## src/rtl/motion_sequencer_if.sv

```systemverilog
// Command handshake between host/keypad logic and the motion sequencer.
// Host drives a move request, the sequencer answers with ready.
interface motion_sequencer_if;
  logic       cmd_valid;
  logic       cmd_ready;
  logic [2:0] cmd_motor;
  logic [3:0] cmd_t0;
  logic [3:0] cmd_t1;
  logic [3:0] cmd_t2;

  modport master (
    output cmd_valid, cmd_motor,
    output cmd_t0, cmd_t1, cmd_t2,
    input  cmd_ready
  );

  modport slave (
    input  cmd_valid, cmd_motor,
    input  cmd_t0, cmd_t1, cmd_t2,
    output cmd_ready
  );
endinterface

```

## src/rtl/motion_sequencer.sv

```systemverilog
// Queues motor move commands and issues them one at a time to the
// control block, tracking pulse-generator Busy for completion.
module motion_sequencer #(
  parameter int DEPTH    = 8,
  parameter int HOLD     = 4,
  parameter int ACK_WAIT = 16
) (
  input  logic                   sysclk,
  input  logic                   rst,
  input  logic [5:0]             initFlag,
  input  logic                   SS,
  input  logic                   Busy,
  motion_sequencer_if.slave      cmd,
  output logic [5:0]             Motor,
  output logic [3:0]             TValue0,
  output logic [3:0]             TValue1,
  output logic [3:0]             TValue2,
  output logic                   move_done,
  output logic                   cmd_err,
  output logic [$clog2(DEPTH):0] fifo_count,
  output logic                   seq_active
);

  localparam int AW = $clog2(DEPTH);
  localparam int HW = $clog2(HOLD + 1);
  localparam int CW = $clog2(ACK_WAIT + 1);

  typedef enum logic [2:0] {
    IDLE,
    ISSUE,
    WAIT_ACK,
    WAIT_DONE,
    HALT
  } state_t;

  typedef struct packed {
    logic [2:0] m;
    logic [3:0] t0;
    logic [3:0] t1;
    logic [3:0] t2;
  } ent_t;

  state_t        state;
  ent_t          mem [DEPTH];
  ent_t          head;
  logic [AW-1:0] wr, rd;
  logic [HW-1:0] hcnt;
  logic [CW-1:0] acnt;
  logic          cal, full, empty;
  logic          accept, bad, push, pop, flush;

  assign cal   = &initFlag;
  assign full  = fifo_count == (AW+1)'(DEPTH);
  assign empty = fifo_count == '0;
  assign head  = mem[rd];

  assign cmd.cmd_ready = !full && state != HALT && !SS && cal;

  assign accept = cmd.cmd_valid && cmd.cmd_ready;
  assign bad    = cmd.cmd_motor > 3'd5
               || cmd.cmd_t0 > 4'd9
               || cmd.cmd_t1 > 4'd9
               || cmd.cmd_t2 > 4'd9;
  assign push   = accept && !bad;

  // IDLE is exempt so an uncalibrated machine simply waits
  assign flush = SS || (!cal && state != IDLE);
  assign pop   = state == IDLE && !empty && cal && !flush;

  assign seq_active = state != IDLE;

  always_ff @(posedge sysclk) begin
    if (push)
      mem[wr] <= {cmd.cmd_motor, cmd.cmd_t0,
                  cmd.cmd_t1, cmd.cmd_t2};
  end

  always_ff @(posedge sysclk or negedge rst) begin
    if (!rst) begin
      state      <= IDLE;
      wr         <= '0;
      rd         <= '0;
      fifo_count <= '0;
      hcnt       <= '0;
      acnt       <= '0;
      Motor      <= '0;
      TValue0    <= '0;
      TValue1    <= '0;
      TValue2    <= '0;
      move_done  <= 1'b0;
      cmd_err    <= 1'b0;
    end else begin
      move_done <= 1'b0;
      cmd_err   <= accept && bad;
      if (flush) begin
        state      <= HALT;
        Motor      <= '0;
        fifo_count <= '0;
        rd         <= wr;
      end else begin
        if (push) wr <= wr + 1'b1;
        if (pop)  rd <= rd + 1'b1;
        unique case (1'b1)
          push && !pop: fifo_count <= fifo_count + 1'b1;
          pop && !push: fifo_count <= fifo_count - 1'b1;
          default: ;
        endcase
        case (state)
          IDLE: if (pop) begin
            state   <= ISSUE;
            Motor   <= 6'b1 << head.m;
            TValue0 <= head.t0;
            TValue1 <= head.t1;
            TValue2 <= head.t2;
            hcnt    <= '0;
          end
          ISSUE: if (hcnt == HW'(HOLD - 1)) begin
            state <= WAIT_ACK;
            Motor <= '0;
            acnt  <= '0;
          end else begin
            hcnt <= hcnt + 1'b1;
          end
          // no Busy within the window means a zero-distance move
          WAIT_ACK: if (Busy) begin
            state <= WAIT_DONE;
          end else if (acnt == CW'(ACK_WAIT - 1)) begin
            state     <= IDLE;
            move_done <= 1'b1;
          end else begin
            acnt <= acnt + 1'b1;
          end
          WAIT_DONE: if (!Busy) begin
            state     <= IDLE;
            move_done <= 1'b1;
          end
          HALT: if (!Busy && cal)
            state <= IDLE;
          default: state <= IDLE;
        endcase
      end
    end
  end

endmodule

```

## src/flat_wrapper.sv

```systemverilog
// flat-port wrapper written by rule: the top's interface ports become plain ports
module motion_sequencer_flat 
#(
  parameter int DEPTH    = 8,
  parameter int HOLD     = 4,
  parameter int ACK_WAIT = 16
)
  (sysclk, rst, initFlag, SS, Busy, Motor, TValue0, TValue1, TValue2, move_done, cmd_err, fifo_count, seq_active, cmd_cmd_valid, cmd_cmd_motor, cmd_cmd_t0, cmd_cmd_t1, cmd_cmd_t2, cmd_cmd_ready);
  motion_sequencer_if cmd_i ();
  input  logic sysclk;
  input  logic rst;
  input  logic [5:0] initFlag;
  input  logic SS;
  input  logic Busy;
  output logic [5:0] Motor;
  output logic [3:0] TValue0;
  output logic [3:0] TValue1;
  output logic [3:0] TValue2;
  output logic move_done;
  output logic cmd_err;
  output logic [$clog2(DEPTH):0] fifo_count;
  output logic seq_active;
  input wire logic [$bits(cmd_i.cmd_valid)-1:0] cmd_cmd_valid;
  input wire logic [$bits(cmd_i.cmd_motor)-1:0] cmd_cmd_motor;
  input wire logic [$bits(cmd_i.cmd_t0)-1:0] cmd_cmd_t0;
  input wire logic [$bits(cmd_i.cmd_t1)-1:0] cmd_cmd_t1;
  input wire logic [$bits(cmd_i.cmd_t2)-1:0] cmd_cmd_t2;
  output wire logic [$bits(cmd_i.cmd_ready)-1:0] cmd_cmd_ready;
  assign cmd_i.cmd_valid = cmd_cmd_valid;
  assign cmd_i.cmd_motor = cmd_cmd_motor;
  assign cmd_i.cmd_t0 = cmd_cmd_t0;
  assign cmd_i.cmd_t1 = cmd_cmd_t1;
  assign cmd_i.cmd_t2 = cmd_cmd_t2;
  assign cmd_cmd_ready = cmd_i.cmd_ready;
  motion_sequencer #(.DEPTH(DEPTH), .HOLD(HOLD), .ACK_WAIT(ACK_WAIT)) u_core (.sysclk(sysclk), .rst(rst), .initFlag(initFlag), .SS(SS), .Busy(Busy), .cmd(cmd_i), .Motor(Motor), .TValue0(TValue0), .TValue1(TValue1), .TValue2(TValue2), .move_done(move_done), .cmd_err(cmd_err), .fifo_count(fifo_count), .seq_active(seq_active));
endmodule
```

## config.mk

```make
export PLATFORM = sky130hd
export DESIGN_NAME = motion_sequencer_flat
export DESIGN_NICKNAME = d
export VERILOG_FILES = /design/src/rtl/motion_sequencer_if.sv /design/src/rtl/motion_sequencer.sv /design/src/flat_wrapper.sv
export SDC_FILE = /design/constraint.sdc
export NUM_CORES = 1
export LEC_CHECK = 0
export CAP_MARGIN = 20
export CORE_AREA = 2 2 110 112
export CTS_CLUSTER_DIAMETER = 120
export DETAILED_ROUTE_END_ITERATION = 6
export DIE_AREA = 0 0 112 114
export GPL_ROUTABILITY_DRIVEN = 0
export HOLD_SLACK_MARGIN = 0.06
export PLACE_DENSITY = 0.8
export SLEW_MARGIN = 25
export SYNTH_ARGS = -nofsm -noshare
export SYNTH_HDL_FRONTEND = slang
export SYNTH_SLANG_ARGS = --single-unit
```

## constraint.sdc

```tcl
create_clock -name sysclk -period 4.9 [get_ports sysclk]
set_input_delay 0.735 -clock sysclk [delete_from_list [all_inputs] [get_ports sysclk]]
set_output_delay 0.735 -clock sysclk [all_outputs]
set_load 0.005 [all_outputs]
```

## After elaboration in Yosys (flattened, before gate mapping)

Memories as Yosys holds them, arrays and structs flattened.
Index checks and enable logic that the tools add are counted.

| cells by class | value |
|---|---|
| reduce and logical (&&, ||, !) cells | 41 |
| order comparisons | 4 |
| bitwise gates (word level) | 1 |
| add/sub/neg operators | 6 |
| equality and inequality tests | 18 |
| muxes and demuxes | 30 |
| shift operators | 1 |

Operators by type and width:

| kind | count |
|---|---|
| 2-to-1 mux 3 bit | 11 |
| 2-to-1 mux 6 bit | 3 |
| 2-to-1 mux 5 bit | 3 |
| one-hot mux 3 bit (5 select lines) | 1 |
| logical AND 1 bit | 13 |
| greater-than comparator 4 bit, second input constant | 3 |
| one-hot mux 6 bit (2 select lines) | 1 |
| one-hot mux 5 bit (2 select lines) | 1 |
| AND reduction 5 bit | 2 |
| adder 3 x 1 -> 3 bit, second input constant | 3 |
| == test 3 x 2 -> 1 bit, second input constant | 3 |
| zero test 1 bit | 9 |
| != test 3 x 1 -> 1 bit, second input constant | 3 |
| nonzero test 3 bit | 3 |
| one-hot mux 4 bit (2 select lines) | 1 |
| 2-to-1 mux 1 bit | 6 |
| != test 2 bit, second input constant | 3 |
| one-hot mux 3 bit (2 select lines) | 1 |
| AND reduction 3 bit | 2 |
| AND reduction 6 bit | 1 |
| nonzero test 2 bit | 3 |
| << shifter 1 x 3 -> 6 bit, first input constant | 1 |
| adder 5 x 1 -> 5 bit, second input constant | 1 |
| == test 5 x 4 -> 1 bit, second input constant | 1 |
| 18 further kinds | 22 |

| storage, ports and cells | value |
|---|---|
| RAM bits | 120 |
| input bits | 26 |
| register bits | 41 |
| output and inout bits | 26 |
| memories | 1 |
| logic and storage cells | 114 |

Memories:

| name | depth | width | read ports | clocked after Yosys merged registers in | wr ports | RTL line | source |
|---|---|---|---|---|---|---|---|
| u_core.mem | 8 | 15 | 1 | 0 | 1 | motion_sequencer.sv:44 | `ent_t mem [DEPTH];` |

## Longest topological paths before layout

| depth | value |
|---|---|
| word-level depth | 11 |
| gate-level depth with buffers | 12 |
| depth with buffers taken out | 10 |

## Least setup slack after synthesis

No wires, ideal clock.

| timing path | value |
|---|---|
| kind | in2reg |
| start | in initFlag[2] |
| end | mem u_core.mem[0][0] in the netlist's numbering (enable) |
| stages on the path | 5 |
| path buffers | 1 |
| slack | 1.255 ns |
| arrival time | 3.219 ns |
| library setup time | 0.426 ns |
| data required time | 4.474 ns |
| path through | nand4_1 > nor2_1 > nand4_1 > clkbuf_1 > nor4_1 |

| on the way | value |
|---|---|
| word-level cells in the longest chain between the ends | 6 |

RTL lines:

| element | RTL line | source |
|---|---|---|
| from (decl) | flat_wrapper.sv:12 | `input logic [5:0] initFlag;` |
| AND reduction 6 bit | motion_sequencer.sv:52 | `assign cal = &initFlag;` |
| logical AND 1 bit | motion_sequencer.sv:57 | `assign cmd.cmd_ready = !full && state != HALT && !SS && cal;` |
| logical AND 1 bit | motion_sequencer.sv:59 | `assign accept = cmd.cmd_valid && cmd.cmd_ready;` |
| logical AND 1 bit | motion_sequencer.sv:64 | `assign push = accept && !bad;` |
| 2-to-1 mux 1 bit | motion_sequencer.sv:73 | `if (push)` |
| 2-to-1 mux 1 bit (not written as such) | motion_sequencer.sv:74 | `mem[wr] <= {cmd.cmd_motor, cmd.cmd_t0,` |
| to (decl) | motion_sequencer.sv:44 |  |

Every way passes these cells.

## Worst setup path in the final report

| timing path | value |
|---|---|
| start | in initFlag[3] |
| end | reg u_core.fifo_count[3] |

| on the way | value |
|---|---|
| word-level cells in the longest chain between the ends | 10 |
| elaborated cells between the ends (all ways) | 17 |
| classes of those cells | mux (2); reduce/logical (15) |

RTL lines:

| element | RTL line | source |
|---|---|---|
| AND reduction 6 bit (*) | motion_sequencer.sv:52 |  |
| zero test 1 bit | motion_sequencer.sv:67 | `assign flush = SS \|\| (!cal && state != IDLE);` |
| logical AND 1 bit | motion_sequencer.sv:67 |  |
| logical OR 1 bit | motion_sequencer.sv:67 |  |
| zero test 1 bit | motion_sequencer.sv:68 | `assign pop = state == IDLE && !empty && cal && !flush;` |
| logical AND 1 bit | motion_sequencer.sv:68 |  |
| zero test 1 bit | motion_sequencer.sv:104 | `push && !pop: fifo_count <= fifo_count + 1'b1;` |
| logical AND 1 bit | motion_sequencer.sv:104 |  |
| one-hot mux 4 bit (2 select lines) | motion_sequencer.sv:103 | `unique case (1'b1)` |
| 2-to-1 mux 4 bit | motion_sequencer.sv:95 | `if (flush) begin` |
| to (signal assigned) | motion_sequencer.sv:104 |  |
| to (signal assigned) | motion_sequencer.sv:105 | `pop && !push: fifo_count <= fifo_count - 1'b1;` |
| to (decl) | motion_sequencer.sv:20 | `output logic [$clog2(DEPTH):0] fifo_count,` |

Mark *: on every way between the ends. The rest lies on a longest branch, timed or not.
A chain may end at the register's enable or synchronous reset.

==> out/results.ini <==
[cts]
clock_sinks = 161
cts-buffers-inserted = 17
cts_hold_buf = 0
path_clk_slew_ns = 0.06
cts.repair.resized = 0
htreeDepth = 4
postCtsSetupRepairBufs = 0
cts-root-buf = clkbuf_16
clk_latency_ns = 0.43
cts_tree = done
cts_buffer_depth = 2

[floorplan]
dieArea_sq_um = 12800
initial_core_util_pct = 57.1
fp.dieH_microns = 114
io_pins = 52
num_rows = 40
die_width_microns = 112
core_area_sq_um = 11700

[synthesis]
netlist.area_leader.share_pct = 53.9
ys_types = 50
seq_area_frac_synth_pct = 69.3
yosys-top-cells-area = edfxtp_1 (54%), dfrtp_1 (15%), mux4_2 (10%), mux2i_1 (2.5%), o21ai_0 (2.2%)
postSynthCellCount = 398
synthFlopType = edfxtp_1
syn_nets = 434
yosys.area.top_type = edfxtp_1
syn_avg_cell_area_sq_um = 16.8
synth_area_sq_um = 6680
ys_ff_latch = 161
synth-async-reset-ratio_pct = 25.5
ys_warn_count = 0
synth-edff-count = 120

[routing]
via_per_inst = 6.20
drtAntennaViolNets = 0
drt_iter0_markers = 466
drtPass1Iterations = 5
wl_per_cell_microns = 21.5
drt-total-wl_mm = 13.3
num_vias = 3838
drc = 0

[critical_path]
path_class = input port to register
slowest_stage = nor2_1
critPathLaunchType = input port
endpoint_kind = register
critPathMaxStageDelay_ns = 0.48
crit_fanout = 13
worst_ep_required_time_ns = 5.25
critPathBufInv = 2
critical_path.cell_chain = clkdlybuf4s50_1 > nand4_1 > nor2_1 > nand2_1 > inv_1 > ha_1 > ha_1 > a21o_1 > a21oi_1 > mux2i_1 > mux2i_1
cp.arrival_ns = 3.81
crit_family = simple AND/OR/NAND/NOR gates

[global_routing]
grt_usage_pct = 22.5
grt_pass1_vias = 3902
grt_pass1_wl_mm = 21.1
overflow = 0
antenna_found_initial = 0
grt_start_max_net_pins = 42

[place]
dp_slack_ns = 1.04
hpwlAfterDp_mm = 8.43
placed_area_sq_um = 7420
io_buffer_count = 51

[cells_and_area]
final_util_pct = 68.0
antenna_cells = 0
seq_area_sq_um = 4630
area_growth_syn_to_layout_pct = 19.2
layout-drive-gt1-share_pct = 18.6
nNetsFinal = 497
multi_input_area_sq_um = 1990
fillers = 774
final_cell_area_sq_um = 7970

[sta]
finalCritPeriodShare_pct = 70.6
skew_ns = 0.00846
rsz0062_at_grt = false
hold_ws_ns = 0.176
finalMaxSlewViolations = 0
fmax_mhz = 289
worst_slew_pin_slew_ns = 1.03
hold_viol_final = 0
period_minus_slack_ns = 3.46
final.setup.tns_ns = 0
timing.final.ws_setup_ns = 1.44
setup_viol = 0
slew_headroom_pct = 31.6

[pwr]
pwr_density_cell_nw_per_um2 = 340
leakage_nw = 2.82
ir_drop_mv = 0.319

[worst_hold_path]
hp-class = input port to async pin

[job]
cap_viol_max_count = 0

[outcome]
status = finished clean

cells by family after synthesis:
kind of cell    count (synthesis)  synth area share [%]
flops                         161                  69.3
fa+ha+maj                      10                  1.98
compound gates                 67                  6.91
xor+xnor                        4                 0.524
simple gates                   76                  6.08
mux                            53                  13.7
buf+inv                        27                  1.55
final timing paths:
kind / to / start / depth (start not counted) / slack, ns
worst max-delay path: u_core.fifo_count[3] / initFlag[3] / 11 / 1.44
worst min-delay path: u_core.acnt[3] / rst / 1 / 0.18
worst max register to register: u_core.fifo_count[3] / u_core.state[2] / 10 / 1.73
worst min register to register: u_core.Motor[2] / u_core.Motor[2] / 1 / 0.49
max in group asynchronous: u_core.rd[0] / rst / 2 / 4.25
min in group sysclk: u_core.Motor[2] / u_core.Motor[2] / 1 / 0.49
cell usage after synthesis (all sizes together) (5+ instances only):
cell type,n
nor3,11
o41ai,6
o21ai,33
mux2i,17
edfxtp,120
mux2,6
ha,9
nor2,18
nor4,5
clkbuf,13
inv,9
buf,5
a21oi,6
nand2,12
dfrtp,41
mux4,30
nand2b,5
power by group:
| group | leakage (nW) | switching (mW) | internal, mW | total, mW |
|---|---|---|---|---|
| clock | 0.248 | 0.497 | 0.686 | 1.18 |
| sequential | 1.64 | 0.00160 | 1.47 | 1.47 |
| combinational | 0.930 | 0.0292 | 0.0229 | 0.0521 |
| total | 2.82 | 0.528 | 2.18 | 2.71 |
area by class of cell:
class	instances	area share, %
clock buffers	19	5.43
clock inverters	11	1.15
inverters	9	0.424
multi-input cells	210	25.0
flip-flops and latches	161	58.2
well taps	147	2.31
repair buffers	62	7.54
per-layer routing:
metal  routed length, microns  track usage (%)  part of all wire [%]
met4                      209             7.40                   1.6
met3                      814             6.27                   6.1
met2                     6920             37.6                    52
met1                     5380             29.1                    40
met5                        0                0                     0
cells in the final DEF, fill, tap and decap left out, drive strengths merged, types with 2 or more instances in the layout:
master | synthesis | routed
o21ai | 33 | 33
mux2 | 6 | 6
a21o | 3 | 3
o32ai | 2 | 2
nor3 | 11 | 11
nand2 | 12 | 12
edfxtp | 120 | 120
and2 | 2 | 2
or4 | 2 | 2
or2 | 2 | 2
nor4 | 5 | 5
mux4 | 30 | 30
a21oi | 6 | 6
buf | 5 | 12
nand4 | 4 | 4
o2bb2ai | 4 | 4
o41ai | 6 | 6
clkbuf | 13 | 19
o31ai | 3 | 3
dfrtp | 41 | 41
nor2 | 18 | 18
nand2b | 5 | 5
inv | 9 | 10
a22o | 2 | 2
nor2b | 2 | 2
clkinvlp | 0 | 3
xnor2 | 3 | 3
clkinv | 0 | 6
mux2i | 17 | 17
nand3 | 2 | 2
ha | 9 | 9
and3 | 2 | 2
or3 | 2 | 2
clkdlybuf4s50 | 0 | 50
through the flow:
step	total power [mW]	std cells
floorplan	1.51	398
global placement	1.55	588
detailed placement	1.55	588
CTS	2.72	618
global route	2.78	619
finish	2.71	619
worst register-to-register path, stage by stage (launching register included):
cell     delay [ns]
dfrtp_1        0.53
or3_1          0.54
nor2_1         0.27
nand2_1        0.32
inv_1          0.14
ha_1           0.26
ha_1           0.26
a21o_1         0.17
a21oi_1        0.17
mux2i_1        0.23
mux2i_1        0.21
flip-flops by register name, summed over array words and instances, names as in the netlist, 3 cells and up:
name,flops
u_core.TValue2,4
u_core.hcnt,3
u_core.Motor,6
u_core.wr,3
u_core.acnt,5
u_core.fifo_count,4
u_core.rd,3
u_core.TValue0,4
u_core.TValue1,4
u_core.mem,120
u_core.state,3
(Power assumes the default switching activity.)
